<file path="src/rtl/mvau_defn.sv">
// Shared MVAU definitions: replay-buffer state encoding and the counter width helper.
package mvau_defn;

  typedef enum logic {
    FILL   = 1'b0,
    REPLAY = 1'b1
  } state_e;

  // Counter width for a 0..n-1 counter; a single-value counter still gets one bit.
  function automatic int cnt_w(input int n);
    return (n > 1) ? $clog2(n) : 1;
  endfunction

endpackage

</file>
<file path="src/rtl/mvau_inp_replay_mem.sv">
// SF-deep activation row storage: one write port, one combinational read port.
module mvau_inp_replay_mem
  import mvau_defn::*;
#(
  parameter int DEPTH = 8,
  parameter int W     = 8,
  parameter int AW    = cnt_w(DEPTH)
) (
  input  logic          aclk,
  input  logic          we,
  input  logic [AW-1:0] waddr,
  input  logic [W-1:0]  wdat,
  input  logic [AW-1:0] raddr,
  output logic [W-1:0]  rdat
);

  logic [W-1:0] mem [DEPTH];

  // NOTE: storage has no reset; every entry is written in FILL before REPLAY reads it.
  always_ff @(posedge aclk) begin
    if (we) mem[waddr] <= wdat;
  end

  assign rdat = mem[raddr];

endmodule

</file>
<file path="src/rtl/mvau_inp_replay_buffer.sv">
// MVAU input buffer: forwards one activation row, then replays it NF-1 times
// with sf/nf row markers so downstream accumulators and weight addressing stay aligned.
module mvau_inp_replay_buffer
  import mvau_defn::*;
#(
  parameter int SF    = 8,
  parameter int NF    = 8,
  parameter int SIMD  = 2,
  parameter int TSRCI = 4,
  parameter int IN_W  = SIMD * TSRCI
) (
  input  logic            aclk,
  input  logic            aresetn,
  input  logic [IN_W-1:0] in_dat,
  input  logic            in_v,
  output logic            in_rdy,
  output logic [IN_W-1:0] out_dat,
  output logic            out_v,
  input  logic            out_rdy,
  output logic            out_sf_last,
  output logic            out_nf_last
);

  localparam int SF_W = cnt_w(SF);
  localparam int NF_W = cnt_w(NF);
  localparam logic [SF_W-1:0] SF_MAX = SF_W'(SF - 1);
  localparam logic [NF_W-1:0] NF_MAX = NF_W'(NF - 1);

  state_e          state, state_nxt;
  logic [SF_W-1:0] sf_cnt, sf_nxt;
  logic [NF_W-1:0] nf_cnt, nf_nxt;
  logic            adv, load, wr, out_v_nxt;
  logic            sf_end, nf_end;
  logic [IN_W-1:0] rd_dat, load_dat;

  assign adv    = !out_v | out_rdy;
  assign sf_end = (sf_cnt == SF_MAX);
  assign nf_end = (nf_cnt == NF_MAX);

  mvau_inp_replay_mem #(
    .DEPTH (SF),
    .W     (IN_W),
    .AW    (SF_W)
  ) u_mem (
    .aclk  (aclk),
    .we    (wr),
    .waddr (sf_cnt),
    .wdat  (in_dat),
    .raddr (sf_cnt),
    .rdat  (rd_dat)
  );

  // NOTE: every signal driven here gets a default first, so no path leaves a latch.
  always_comb begin
    state_nxt = state;
    sf_nxt    = sf_cnt;
    nf_nxt    = nf_cnt;
    in_rdy    = 1'b0;
    load      = 1'b0;
    load_dat  = rd_dat;
    wr        = 1'b0;
    out_v_nxt = out_v;

    case (state)
      FILL: begin
        in_rdy = adv & aresetn;
        if (adv) out_v_nxt = 1'b0;
        if (in_v && in_rdy) begin
          wr        = 1'b1;
          load      = 1'b1;
          load_dat  = in_dat;
          out_v_nxt = 1'b1;
          if (sf_end) begin
            sf_nxt = '0;
            if (NF > 1) begin
              state_nxt = REPLAY;
              nf_nxt    = NF_W'(1);
            end else begin
              nf_nxt = '0;
            end
          end else begin
            sf_nxt = sf_cnt + SF_W'(1);
          end
        end
      end

      REPLAY: begin
        if (adv) begin
          load      = 1'b1;
          out_v_nxt = 1'b1;
          if (sf_end) begin
            sf_nxt = '0;
            if (nf_end) begin
              nf_nxt    = '0;
              state_nxt = FILL;
            end else begin
              nf_nxt = nf_cnt + NF_W'(1);
            end
          end else begin
            sf_nxt = sf_cnt + SF_W'(1);
          end
        end
      end

      default: state_nxt = FILL;
    endcase
  end

  // NOTE: reset is sampled on the clock edge (synchronous); state updates use <= only.
  always_ff @(posedge aclk) begin
    if (!aresetn) begin
      state       <= FILL;
      sf_cnt      <= '0;
      nf_cnt      <= '0;
      out_v       <= 1'b0;
      out_dat     <= '0;
      out_sf_last <= 1'b0;
      out_nf_last <= 1'b0;
    end else begin
      state  <= state_nxt;
      sf_cnt <= sf_nxt;
      nf_cnt <= nf_nxt;
      out_v  <= out_v_nxt;
      if (load) begin
        out_dat     <= load_dat;
        out_sf_last <= sf_end;
        out_nf_last <= nf_end;
      end
    end
  end

endmodule

</file>
<file path="config.mk">
export PLATFORM = sky130hd
export DESIGN_NAME = mvau_inp_replay_buffer
export DESIGN_NICKNAME = d
export VERILOG_FILES = /design/src/rtl/mvau_defn.sv /design/src/rtl/mvau_inp_replay_mem.sv /design/src/rtl/mvau_inp_replay_buffer.sv
export SDC_FILE = /design/constraint.sdc
export NUM_CORES = 1
export LEC_CHECK = 0
export BUFFER_PORTS_ARGS = -buffer_cell sky130_fd_sc_hd__buf_2
export CAP_MARGIN = 5
export CORE_MARGIN = 1
export CORE_UTILIZATION = 50
export CTS_BUF_LIST = sky130_fd_sc_hd__clkbuf_8
export DETAILED_ROUTE_END_ITERATION = 7
export PLACE_DENSITY = 0.74
export SETUP_SLACK_MARGIN = 0.2
export SKIP_LAST_GASP = 1
export SLEW_MARGIN = 20
export SYNTH_ARGS = -nofsm -noshare
export SYNTH_HDL_FRONTEND = slang
export SYNTH_SLANG_ARGS = --single-unit
</file>
<file path="constraint.sdc">
create_clock -name aclk -period 2.3 [get_ports aclk]
set_input_delay 0.23 -clock aclk [delete_from_list [all_inputs] [get_ports aclk]]
set_output_delay 0.23 -clock aclk [all_outputs]
set_load 0.05 [all_outputs]
</file>
==> results.md, run 1 <==
- The flow ran to the end, and the final reports show no timing, DRC or antenna violations.
- In this run the cell area of the synthesized design comes to 0.00344 sq mm.
- The type of the worst setup path is reg2reg.
- Once the floorplan was initialized, standard cells occupied 53.0% of the core.
- The final cell utilization of the core is 60.7%.
- The remaining antenna violation count is 0.
- In this run the vertical extent of the chip is 85 microns.
- The cell area after layout is 0.00394 sq mm.
- The detailed-route DRC error count is 0.
- Data on the critical path arrives at its endpoint at 1.79 ns.
- The minimum setup slack after placement is 0.615 ns.
- The start of the worst register-to-register path is state.
- The first-pass GRT wire length is 10.0 mm.
- The total of cells resized after clock tree synthesis is 0.
- The relative slew slack is 61.9%.
- The register-to-register setup slack is 0.57 ns.
- Final hold analysis gives a worst-case slack of 0.153 ns.
- Sorting the synthesized cells by area gives the leading types as sky130_fd_sc_hd__edfxtp_1 56%, sky130_fd_sc_hd__dfxtp_1 12%, sky130_fd_sc_hd__mux4_2 6.5%.
- After detailed placement, the total cell area comes to 0.00377 sq mm.
- The minimum setup slack in the final design is 0.573 ns.
- Sorting the synthesized cells by how often they occur yields 64 x sky130_fd_sc_hd__edfxtp_1, 21 x sky130_fd_sc_hd__dfxtp_1, 10 x sky130_fd_sc_hd__a21boi_0, 10 x sky130_fd_sc_hd__mux4_2, 9 x sky130_fd_sc_hd__nand2_1.
- The endpoint type of the worst setup path is a register.
- CTS saw 85 sinks.
- The number of library cell types mapped by synthesis is 37.
- Counting along the longest clock path gives a buffer depth of 2.
- The highest routed metal layer is met4.
- In the detailed route, the total length drawn on met2 is 2.99 mm.
- TritonCTS built the clock tree.
- The critical path startpoint is state.
- The part of the cycle the worst path needs is 75.1%.
- The endpoint of the worst register-to-register path is u_mem.mem[0][5].
- The first TritonRoute pass finished after 4 iterations.
- The length of routed wiring on met1 is 2.89 mm.
- Routability-driven placement finished with a final weighted congestion of 0.760.
- In the global route stage, overall resource usage came out at 19.4%.
- By instance count, the leading cell after synthesis is sky130_fd_sc_hd__edfxtp_1.
- For this design the ratio of total power to cell area is 710 mW/mm^2.
- The initialized floorplan defines 29 standard-cell rows.
- Among all flip-flop cells after synthesis, the most frequent one is sky130_fd_sc_hd__edfxtp_1.
- The initial DRC count is 126.
- At the worst endpoint, the required time is 2.36 ns.
- The number of storage elements in the synthesis netlist is 85.
- Including well taps, the total number of placed cells is 309.
- For this design the static power due to leakage is 1.36 nW.
- Along the worst path, the maximum fanout reaches 16.
- The count of final hold-check violations is 0.
- The maximum number of pins on one net before global-route repair is 21.
- The number of max-cap violations is 0.
- The async set-reset flop share out of synthesis is 0%.
- After clock tree synthesis, the setup repair step added 0 buffers.
- Setup repair after global routing left no endpoint under its margin.
- The die covers 0.00723 sq mm.
- The number of buffers created by CTS is 9.
- Buffers inserted to repair hold after CTS numbered 0.
- Port buffering added 23 buffers.
- The antenna cell count is 0.
- Across the VDD grid, the largest voltage drop is 0.421 mV.
- The initial antenna violation count is 0.
- The count of final max-slew check failures is 0.
- When the netlist entered floorplanning its net count stood at 220.
- The H-tree generated during clock tree synthesis spans 3 levels.
- Pin placement for this block handled 24 I/O pins.
- Clock-pin slew was measured on the worst setup and hold paths at 0.09 ns.
- The start point of the worst hold path is in_v.
- The sum of met3 wire segment lengths after detailed routing is 269 microns.
- The gate count of the mapped netlist is 203.
- The root buffer cell is sky130_fd_sc_hd__clkbuf_8.
- The floorplan step defined a core boundary enclosing 0.00649 sq mm.
- The count of final setup violators is 0.
- Cells with a size suffix above 1 make up 31.0% of the layout.
- In this run the horizontal extent of the chip is 85 microns.
- The overflow left after global routing is 0.
- The minimum period implied by the final worst setup slack is 1.73 ns.
- The routed layout has 1957 vias.
- The slew at the pin closest to its max-slew limit is 0.571 ns.
- Using the TritonRoute via totals, the vias-per-cell ratio works out to 6.02.
- The mean area per synthesized cell is 17.0 sq um.
- The worst hold-check path type is in2reg.
- The Yosys step of the flow raised 0 warnings.
- The detailed placement HPWL is 4.20 mm.
- For the worst-skew pair, the clock arrives at the later sink with an insertion delay of 0.36 ns.
- The proportion of netlist area held by the largest area contributor is 55.8%.
- Summed over all layers, the routed wires come to 6.35 mm.
- Summing the sequential cell areas from Yosys gives 68.0% of the chip area.
- For the worst flop-to-flop path, the logic depth is 4.
- Static timing analysis puts the maximum clock frequency at 579 MHz.
- The non-filler instance count after layout is 325.
- The post-synthesis cell type with the largest combined area is sky130_fd_sc_hd__edfxtp_1.
- The area added between synthesis and finish is 14.4%.
- For this run, the post-layout net count is 260.
- The element type at the critical path start is a register.
- The maximum clock skew at final layout is 0.0141 ns.
- The number of global-route vias before repair was 1915.
- The average detailed-routed wire length per instance is 19.6 microns.
- Counting flops with a built-in enable in the synthesized netlist gives 64.
- The most critical setup path has its endpoint at u_mem.mem[0][5].
## power by group
| part | switching [mW] | internal [mW] | leakage (nW) | total (mW) |
|---|---|---|---|---|
| logic | 0.115 | 0.0701 | 0.524 | 0.185 |
| clock network | 0.539 | 0.394 | 0.0849 | 0.933 |
| registers | 0.0141 | 1.67 | 0.748 | 1.68 |
## layer usage
layer  vias to the layer above  global-route usage, %
met1                       973                   26.2
met4                         0                   11.9
met5                         -                      0
li1                        913                      -
met3                        15                   4.86
met2                        56                   28.7
## registers in the layout (all words and copies together), names as in the netlist, named ones only
register     count
out_dat          8
state            1
out_sf_last      1
out_nf_last      1
out_v            1
sf_cnt           3
nf_cnt           3
u_mem.mem       64
## worst max-delay path, stage by stage (launching register included)
cell,delay (ns)
sky130_fd_sc_hd__dfxtp_1,0.43
sky130_fd_sc_hd__nand4b_1,0.23
sky130_fd_sc_hd__buf_4,0.23
sky130_fd_sc_hd__nor4_2,0.31
sky130_fd_sc_hd__buf_4,0.24
## through the flow
step	TNS (ns)	power, mW
after floorplan	-0.538	1.84
after global placement	0	1.90
after detailed placement	0	1.90
after CTS	0	2.82
after global routing	0	2.89
final	0	2.80
## how the worst min path moves through the flow
stage,to,depth (start not counted)
after global placement,out_nf_last,2
after floorplan,u_mem.mem[0][0],0
after CTS,out_v,2
after detailed placement,out_nf_last,2
after global routing,u_mem.mem[0][4],1
final,out_v,2
## cell families (layout without fill, tap and decap cells)
logic type      after synthesis  in the layout  synth area share [%]
flops                        85             85                  68.0
compound gates               39             39                  8.61
simple gates                 31             31                  5.01
mux                          24             24                  13.4
buf+inv                      19             64                  3.12
fa+ha+maj                     5              5                  1.82
## cells in the final DEF, fill, tap and decap left out, drive strengths merged, types with 2 or more instances in the layout
master / n
a21boi: 10
nand4: 3
o221ai: 8
edfxtp: 64
nor4b: 2
o211ai: 8
nor4: 4
nor3: 3
o31ai: 2
mux4: 16
buf: 45
mux2i: 8
clkinv: 5
nand2: 9
ha: 5
clkbuf: 9
dfxtp: 21
o21ai: 4
nand3: 4
inv: 4
## layout make-up
class,instances,area (sq um)
multi-input combinational,99,1040
tap,77,96.3
fill,481,2550
clock buffer,9,124
clock inverter,7,50.0
inverter,3,11.3
timing repair buffer,45,280
sequential,85,2340
Note: power is estimated with default switching activity, not from simulation.
==> run 2, diff against run 1 <==
--- a/config.mk
+++ b/config.mk
@@ -11,7 +11,7 @@
 export CORE_UTILIZATION = 50
 export CTS_BUF_LIST = sky130_fd_sc_hd__clkbuf_8
 export DETAILED_ROUTE_END_ITERATION = 7
-export PLACE_DENSITY = 0.74
+export PLACE_DENSITY = 0.71
 export SETUP_SLACK_MARGIN = 0.2
 export SKIP_LAST_GASP = 1
 export SLEW_MARGIN = 20
==> constraint.sdc (replaced) <==
create_clock -name aclk -period 1.6 [get_ports aclk]
set_input_delay 0.16 -clock aclk [delete_from_list [all_inputs] [get_ports aclk]]
set_output_delay 0.16 -clock aclk [all_outputs]
set_load 0.05 [all_outputs]
==> results.md, run 2 (synthesized netlist as in run 1, its figures left out) <==
- The detailed-route DRC error count is 0 (unchanged).
- The maximum clock skew at final layout is 0.0101 ns (-0.00403 ns).
- The number of buffers created by CTS is 9 (unchanged).
- The count of final hold-check violations is 0 (unchanged).
- The setup path with the least slack is of type reg2reg.
- The final-layout worst hold slack is 0.0775 ns (-0.0759 ns).
- The total routing resource utilization after global routing is 21.3% (+1.8 points).
- The total negative setup slack came to 0 ns (unchanged).
- The maximum number of pins on one net before global-route repair came to 21 (unchanged).
- The register ranked first by flip-flop count is u_mem.mem.
- Setup repair after global routing could not meet its margin everywhere.
- The deepest clock path buffer count is 2 (unchanged).
- Leaving out fill and tap cells, the most frequent cells in the layout are 64 x sky130_fd_sc_hd__edfxtp_1, 22 x sky130_fd_sc_hd__buf_2, 21 x sky130_fd_sc_hd__buf_4.
- The effective utilization at floorplan is 53.0% (unchanged).
- The area added between synthesis and finish is 25.5%.
- The chip height was 85 microns (unchanged).
- The minimum period implied by the final worst setup slack is 1.55 ns (-0.174 ns).
- The iteration count of the initial detailed-routing pass is 4 (unchanged).
- The non-filler instance count after layout is 338 (+4.0%).
- The data required time at the worst endpoint is 1.83 ns (-0.53 ns).
- The root buffer cell is sky130_fd_sc_hd__clkbuf_8.
- The x dimension of the die is 85 microns (unchanged).
- The relative slew slack is 68.7% (+6.8 points).
- The number of global-route vias before repair came to 2005 (+4.7%).
- The maximum operating frequency is 644 MHz (+11%).
- The delay of the slowest cell on the worst path came to 0.54 ns (+0.11 ns).
- The final-stage net count is 273 (+5.0%).
- The minimum setup slack after placement is 0.0512 ns (-0.563 ns).
- The total die area is 0.00723 sq mm (unchanged).
- The standard cell core area is 0.00649 sq mm (unchanged).
- The count of buffers inserted at the top-level ports came to 23 (unchanged).
- The minimum setup slack in the final design was 0.0468 ns (-0.526 ns).
- The slew at the pin closest to its max-slew limit is 0.468 ns (-0.103 ns).
- The data arrival time of the critical path is 1.79 ns (about the same).
- The layout cell share with drive strength beyond 1 is 42.5% (+11 points).
- TritonCTS built the clock tree.
- The peak supply drop was 0.570 mV (+35%).
- The clock insertion delay at the later pin of the skew report was 0.36 ns (about the same).
- In the final layout, the registers with the most flip-flops are u_mem.mem x64, out_dat x8.
- The run finished with clean final reports.
- The number of max-cap violations was 0 (unchanged).
- The total power after layout is 4.34 mW (+55%).
- The detailed-route vias per instance is 6.01 (-0.26%).
- The tightest min-delay check is of the in2reg type.
- The via count is 2030 (+3.7%).
- The antenna cell count was 0 (unchanged).
- Leaving out fill and tap cells, the most frequent cell in the layout is sky130_fd_sc_hd__edfxtp_1.
- The total clock sinks is 85 (unchanged).
- The clock-pin slew on the worst setup and hold paths is 0.09 ns (about the same).
- The maximum fanout along the worst path came to 8 (-8).
- The site row count is 29 (unchanged).
- The initial DRC count was 147 (+17%).
- The flip-flop count of the largest register after layout is 64 (unchanged).
- The final weighted congestion in routability-driven placement came to 0.746 (-1.8%).
- The first-pass GRT wire length is 10.9 mm (+8.1%).
- The detailed placement HPWL is 4.36 mm (+3.8%).
- The initial antenna violation count came to 0 (unchanged).
- Traced cell by cell, the critical path runs through buf_12, mux4_1, mux2i_1, o221ai_1.
- The overflow left after global routing is 0 (unchanged).
- The sum of buffers and inverters on the critical path is 1 (-1).
- The top-level port count is 24 (unchanged).
- The element type at the critical path start is a register.
- The detailed-route wire length is 7.27 mm (+14%).
- The remaining antenna violation count is 0 (unchanged).
- The worst setup path is captured at a register.
- The part of the cycle the worst path needs is 97.1% (+22 points).
- The count of final setup violators was 0 (unchanged).
- The number of H-tree branching levels is 3 (unchanged).
- The number of cells in the design after placement came to 315 (+1.9%).
- The largest delay contributor family on the critical path is multiplexers.
- The cell with the biggest individual delay on the critical path is sky130_fd_sc_hd__mux4_1.
- The average detailed-routed wire length per instance was 21.5 microns (+10%).
- The cell leakage power came to 1.49 nW (+9.8%).
- The count of final max-slew check failures is 0 (unchanged).
- The power density over the cells was 1010 mW/mm^2 (+42%).
-- run 2: cell types whose count changed in the layout (fill, tap and decap cells not counted), sizes merged --
cell / previous run / this run
clkinvlp: 1 / 0
clkinv: 5 / 2
inv: 4 / 7
buf: 45 / 58
bufinv: 0 / 1
-- run 2: path summary, 6_finish.rpt --
check                                       end  slack [ns]  depth (start not counted)  startpoint
worst max-delay path                 out_dat[6]        0.05                          4    register
worst max register to register       out_dat[6]        0.05                          4    register
worst min register to register        nf_cnt[2]        0.51                          2   nf_cnt[2]
worst min-delay path            u_mem.mem[0][0]        0.08                          1   in_dat[0]
-- run 2: through the flow --
step	utilization, %	instance area [sq um]
final	66.5	4320
after global routing	66.5	4320
after CTS	65.1	4230
after detailed placement	61.1	3970
after global placement	61.1	3970
after floorplan	-	3580
-- run 2: final cells by class --
type / count / area (sq um)
Fill cell: 458 / 2170
Inverter: 3 / 11.3
Timing Repair Buffer: 58 / 514
Sequential cell: 85 / 2360
Clock inverter: 7 / 81.3
Tap cell: 77 / 96.3
Clock buffer: 9 / 124
Multi-Input combinational cell: 99 / 1140
-- run 2: metal layers --
layer	routed length (microns)	global-route usage, %
met1	3260	30.6
met2	3490	31.7
met3	377	4.38
met4	136	9.55
met5	0	0
-- run 2: repair_timing --
item                                    CTS  global route
pin swaps                                 2             2
gates cloned                              1             0
endpoints found under the setup margin   79            84
hold buffers                              0             0
setup buffers                             2             4
gates resized for setup                  13            15
-- run 2: where the power goes --
part / switching, mW / internal [mW]
clock: 0.833 / 0.749
sequential: 0.0184 / 2.39
combinational: 0.196 / 0.153
